===== config.mk =====
export PLATFORM = sky130hd
export DESIGN_NAME = mem_responder
export DESIGN_NICKNAME = d
export VERILOG_FILES = /design/src/rtl/mem_responder.sv
export SDC_FILE = /design/constraint.sdc
export NUM_CORES = 1
export LEC_CHECK = 0
export ABC_AREA = 1
export ABC_CLOCK_PERIOD_IN_PS = 6300
export CAP_MARGIN = 20
export CORE_ASPECT_RATIO = 0.5
export CORE_MARGIN = 5
export CORE_UTILIZATION = 50
export CTS_CLUSTER_SIZE = 14
export DETAILED_ROUTE_END_ITERATION = 8
export GPL_TIMING_DRIVEN = 0
export PLACE_DENSITY = 0.66
export SLEW_MARGIN = 15
export SYNTH_ARGS = -nofsm -noshare
export SYNTH_HDL_FRONTEND = slang
export SYNTH_SLANG_ARGS = --single-unit

===== constraint.sdc =====
create_clock -name clock -period 6.3 [get_ports clock]
set_input_delay 1.26 -clock clock [delete_from_list [all_inputs] [get_ports clock]]
set_output_delay 1.26 -clock clock [all_outputs]
set_load 0.02 [all_outputs]

===== src/rtl/mem_responder.sv =====
// Memory-side responder: accepts single-cycle read/write strobes, inserts
// WAIT_CYCLES wait states, then completes against an internal register file.
module mem_responder #(
   parameter int ADDR_W      = 4,
   parameter int DATA_W      = 8,
   parameter int WAIT_CYCLES = 2
) (
   input  logic              clock,
   input  logic              reset,
   input  logic              read,
   input  logic              write,
   input  logic [ADDR_W-1:0] addr,
   input  logic [DATA_W-1:0] wdata,
   output logic [DATA_W-1:0] rdata,
   output logic              rvalid,
   output logic              wack,
   output logic              busy,
   output logic              err,
   output logic              overrun
);

   typedef enum logic [1:0] {
      IDLE    = 2'd0,
      ACCESS  = 2'd1,
      RESPOND = 2'd2
   } state_e;

   typedef enum logic {
      OP_RD = 1'b0,
      OP_WR = 1'b1
   } op_e;

   localparam int         DEPTH      = 2 ** ADDR_W;
   localparam int         CNT_INIT_I = (WAIT_CYCLES > 0) ? (WAIT_CYCLES - 1) : 0;
   localparam logic [3:0] CNT_INIT   = CNT_INIT_I[3:0];
   localparam bit         HAS_WAIT   = (WAIT_CYCLES > 0);

   state_e              state_q, state_d;
   logic [3:0]          cnt_q, cnt_d;
   logic [ADDR_W-1:0]   addr_q, addr_d;
   logic [DATA_W-1:0]   wdata_q, wdata_d;
   op_e                 op_q, op_d;
   logic [DATA_W-1:0]   rdata_q, rdata_d;
   logic                rvalid_q, rvalid_d;
   logic                wack_q, wack_d;
   logic                err_q, err_d;
   logic                overrun_q, overrun_d;
   logic                mem_we_s;
   logic [DATA_W-1:0]   mem_q [DEPTH];

   // Next-state and registered-output decode.
   always_comb begin
      state_d   = state_q;
      cnt_d     = cnt_q;
      addr_d    = addr_q;
      wdata_d   = wdata_q;
      op_d      = op_q;
      rdata_d   = rdata_q;
      rvalid_d  = 1'b0;
      wack_d    = 1'b0;
      err_d     = 1'b0;
      mem_we_s  = 1'b0;
      // Any strobe while an access is in flight is dropped but remembered.
      overrun_d = overrun_q | ((state_q != IDLE) & (read | write));

      case (state_q)
         IDLE: begin
            if (read && write) begin
               err_d = 1'b1;
            end else if (read || write) begin
               addr_d = addr;
               op_d   = write ? OP_WR : OP_RD;
               if (write) begin
                  wdata_d = wdata;
               end else begin
                  wdata_d = wdata_q;
               end
               if (HAS_WAIT) begin
                  state_d = ACCESS;
                  cnt_d   = CNT_INIT;
               end else begin
                  state_d = RESPOND;
                  cnt_d   = 4'd0;
               end
            end else begin
               state_d = IDLE;
            end
         end
         ACCESS: begin
            if (cnt_q == 4'd0) begin
               state_d = RESPOND;
            end else begin
               cnt_d = cnt_q - 4'd1;
            end
         end
         RESPOND: begin
            state_d = IDLE;
            if (op_q == OP_RD) begin
               rdata_d  = mem_q[addr_q];
               rvalid_d = 1'b1;
            end else begin
               mem_we_s = 1'b1;
               wack_d   = 1'b1;
            end
         end
         default: begin
            state_d = IDLE;
         end
      endcase
   end

   // Control and output registers.
   always_ff @(posedge clock or posedge reset) begin
      if (reset) begin
         state_q   <= IDLE;
         cnt_q     <= 4'd0;
         addr_q    <= {ADDR_W{1'b0}};
         wdata_q   <= {DATA_W{1'b0}};
         op_q      <= OP_RD;
         rdata_q   <= {DATA_W{1'b0}};
         rvalid_q  <= 1'b0;
         wack_q    <= 1'b0;
         err_q     <= 1'b0;
         overrun_q <= 1'b0;
      end else begin
         state_q   <= state_d;
         cnt_q     <= cnt_d;
         addr_q    <= addr_d;
         wdata_q   <= wdata_d;
         op_q      <= op_d;
         rdata_q   <= rdata_d;
         rvalid_q  <= rvalid_d;
         wack_q    <= wack_d;
         err_q     <= err_d;
         overrun_q <= overrun_d;
      end
   end

   // Register-file storage; reset clears every word so aborted writes leave no trace.
   always_ff @(posedge clock or posedge reset) begin
      if (reset) begin
         for (int i = 0; i < DEPTH; i++) begin
            mem_q[i] <= {DATA_W{1'b0}};
         end
      end else begin
         if (mem_we_s) begin
            mem_q[addr_q] <= wdata_q;
         end
      end
   end

   assign rdata   = rdata_q;
   assign rvalid  = rvalid_q;
   assign wack    = wack_q;
   assign err     = err_q;
   assign overrun = overrun_q;
   assign busy    = (state_q != IDLE);

endmodule

==> flow_metrics.py <==
metrics = {
    "synth": {
        "yosysUniqueCellTypes": 28,
        "synth_mux_area_share_pct": 0,
        "synth-seq-area-share_pct": 54.0,
        "synth_compound_area_share_pct": 9.95,
        "synthXorXnorAreaFrac_pct": 0.119,
        "ys_warn_count": 0,
        "syn_area_sq_mm": 0.00737,
        "yosys.area_share.simple_pct": 29.8,
        "synth-adder-area-share_pct": 0.849,
        "syn_inst": 929,
        "synth.avg_cell_area_sq_um": 7.93,
        "synth_top_family_by_area": "simple AND/OR/NAND/NOR gates",
        "syn-num-nets": 950,
        "synth_seq_cells": 159,
    },
    "place": {
        "dp.cells": 1156,
        "dpl_cell_area_sq_mm": 0.00793,
        "gp_congestion": 0.954,
        "dp_hpwl_mm": 15.3,
        "io_buffers": 28,
    },
    "layout": {
        "num_antenna_cells": 0,
        "final_common_cell": "nand2_1",
        "fin_nets": 998,
        "nFillCells": 1296,
        "final_util_pct": 59.0,
        "fin_area_sq_mm": 0.00854,
        "syn_to_final_growth_pct": 15.9,
        "layout-drive-gt1-share_pct": 8.69,
        "stdcell_count": 1188,
        "layout_common_cells": "nand2_1, dfrtp_1, o21ai_0",
    },
    "setup_path": {
        "cp_slowest_cell": "clkdlybuf4s50_1",
        "worst-path-max-fanout": 5,
        "cp_data_arrival_time_ns": 1.73,
        "worstSetupEndpointType": "output port",
        "ff2ff_setup_slack_ns": 4.15,
        "path_cells": "nor2_1 > inv_1 > clkdlybuf4s50_1",
        "critPathKind": "reg -> out",
        "max_stage_delay_ns": 0.55,
        "required_ns": 5.04,
        "critPathLaunchType": "flop",
        "critical_path_buf_inv_count": 2,
        "crit_family": "buffers and inverters",
    },
    "cts": {
        "clock_sinks": 159,
        "cts_root_buffer": "clkbuf_16",
        "clockBufferDepth": 2,
        "cts_hold_buf": 0,
        "cts_made_buffers": 17,
        "cts_setup_buffers": 0,
        "cts_resized": 0,
        "cts_tree": "done",
        "cts.clk_slew.worst_paths_ns": 0.07,
        "clk_latency_ns": 0.43,
        "cts_htree_levels": 4,
    },
    "timing": {
        "tightestPinTransition_ns": 0.834,
        "period_needed_ns": 2.99,
        "period_share_pct": 47.4,
        "fmax_ghz": 0.335,
        "hold_slack_ns": 0.475,
        "grt_setup_unrepaired": "no",
        "hold_viol_final": 0,
        "slew_headroom_pct": 44.4,
        "setup-violations-final": 0,
        "fin_skew_ns": 0.0131,
        "drv_slew": 0,
    },
    "outcome": {
        "status": "completed",
    },
    "pwr": {
        "p_switching_mw": 1.58,
        "pwr-share-comb_pct": 34.7,
        "leakage_nw": 4.25,
        "vdd_ir_drop_max_v": 0.000295,
        "total_power_mw": 3.86,
        "p_seq_share_pct": 37.2,
        "sw_frac_of_total_pct": 41.0,
        "p_clk_share_pct": 28.1,
        "p_int_mw": 2.28,
        "power.density_mw_per_mm2": 452,
    },
    "grt": {
        "antenna_found_initial": 2,
        "grt_max_degree": 110,
        "grt_pass1_wl_mm": 35.0,
        "grt_usage_pct": 26.8,
        "grt_pass1_vias": 6316,
        "overflow": 0,
    },
    "drt": {
        "drt-vias-per-instance": 5.45,
        "routed_wl_mm": 22.1,
        "drt-pass1-iter-count": 5,
        "drc_errors": 0,
        "ant_nets": 0,
        "wire_per_inst_um": 18.6,
        "num_vias": 6477,
        "dr.first_iter.drc_count": 697,
    },
    "floorplan": {
        "dieHeight_um": 95.8,
        "start_util_pct": 50.9,
        "core_sq_mm": 0.0145,
        "die_area_sq_mm": 0.0174,
        "die_x_um": 182,
        "ios": 29,
        "fp-row-count": 31,
    },
    "run": {
        "drv_cap": 0,
    },
    "worst_hold_path": {
        "hp-class": "reg -> reg",
    },
}
-- power by group through the flow --
| stage | clock network (mW) | registers (mW) | logic (mW) |
|---|---|---|---|
| global route | 1.14 | 1.47 | 1.47 |
| floorplan | 0 | 1.45 | 0.791 |
| global placement | 0 | 1.44 | 1.29 |
| detailed placement | 0 | 1.45 | 1.31 |
| CTS | 1.09 | 1.43 | 1.31 |
| finish | 1.09 | 1.44 | 1.34 |
-- through the flow --
stage               TNS, ns  worst slack, ns
floorplan                 0            0.748
global placement    -216.63            -1.38
detailed placement        0             3.31
CTS                       0             3.29
global route              0             3.19
finish                    0             3.31
-- sequential cells by signal, summed over array words and instances, names as in the netlist --
signal and count:
mem_q 128, rdata 8, wdata_q 8, addr_q 4, cnt_q 4, state_q 2
err 1, op_q 1, overrun 1, rvalid 1, wack 1
-- worst paths after layout --
| kind | cells after the start | endpoint | from |
|---|---|---|---|
| hold reg to reg | 1 | overrun$_DFF_PP0_ | overrun$_DFF_PP0_ |
| min in group asynchronous | 2 | mem_q[57]$_DFFE_PP0P_ | reset |
| setup / recovery | 3 | busy | state_q[1]$_DFFE_PP0P_ |
| max in group asynchronous | 3 | mem_q[94]$_DFFE_PP0P_ | reset |
| setup reg to reg | 11 | rdata[5]$_DFFE_PP0P_ | addr_q[0]$_DFFE_PP0P_ |
| hold / removal | 1 | overrun$_DFF_PP0_ | overrun$_DFF_PP0_ |
-- cell usage after synthesis, drive strengths merged --
master	count	share of area (%)
nand2	428	22
dfrtp	159	54
o21ai	125	8.5
nor2	48	2.7
inv	37	1.9
nand3	35	2.9
clkbuf	30	1.5
buf	22	1.9
a21oi	20	1.4
nand4	8	1.3
or2	8	0.68
ha	5	0.85
and3	1	0.085
nor3	1	0.22
o21bai	1	0.10
xor2	1	0.12
-- final cells by class --
type	instances	area, sq um	share of cell area [%]
timing repair buffer	29	308	3.60
clock buffer	17	425	4.98
tap	198	248	2.90
clock inverter	15	183	2.14
inverter	37	149	1.74
sequential	159	3980	46.6
multi-input combinational	681	3000	35.1
buffer	52	251	2.94
-- per-layer routing --
| layer | up-vias | global-route usage [%] | wire (um) |
|---|---|---|---|
| li1 | 3040 | - | - |
| met1 | 3134 | 38.8 | 10300 |
| met2 | 254 | 40.1 | 9440 |
| met3 | 47 | 6.57 | 1860 |
| met4 | 2 | 8.36 | 470 |
| met5 | - | 0 | 9 |
-- kinds of logic after synthesis --
| kind of cell | after synthesis |
|---|---|
| AO/OA/AOI/OAI | 146 |
| XOR/XNOR | 1 |
| adder cells (fa/ha/maj) | 5 |
| buffers and inverters | 89 |
| flip-flops | 159 |
| AND/OR/NAND/NOR | 529 |
Power figures use the tool's default switching activity.
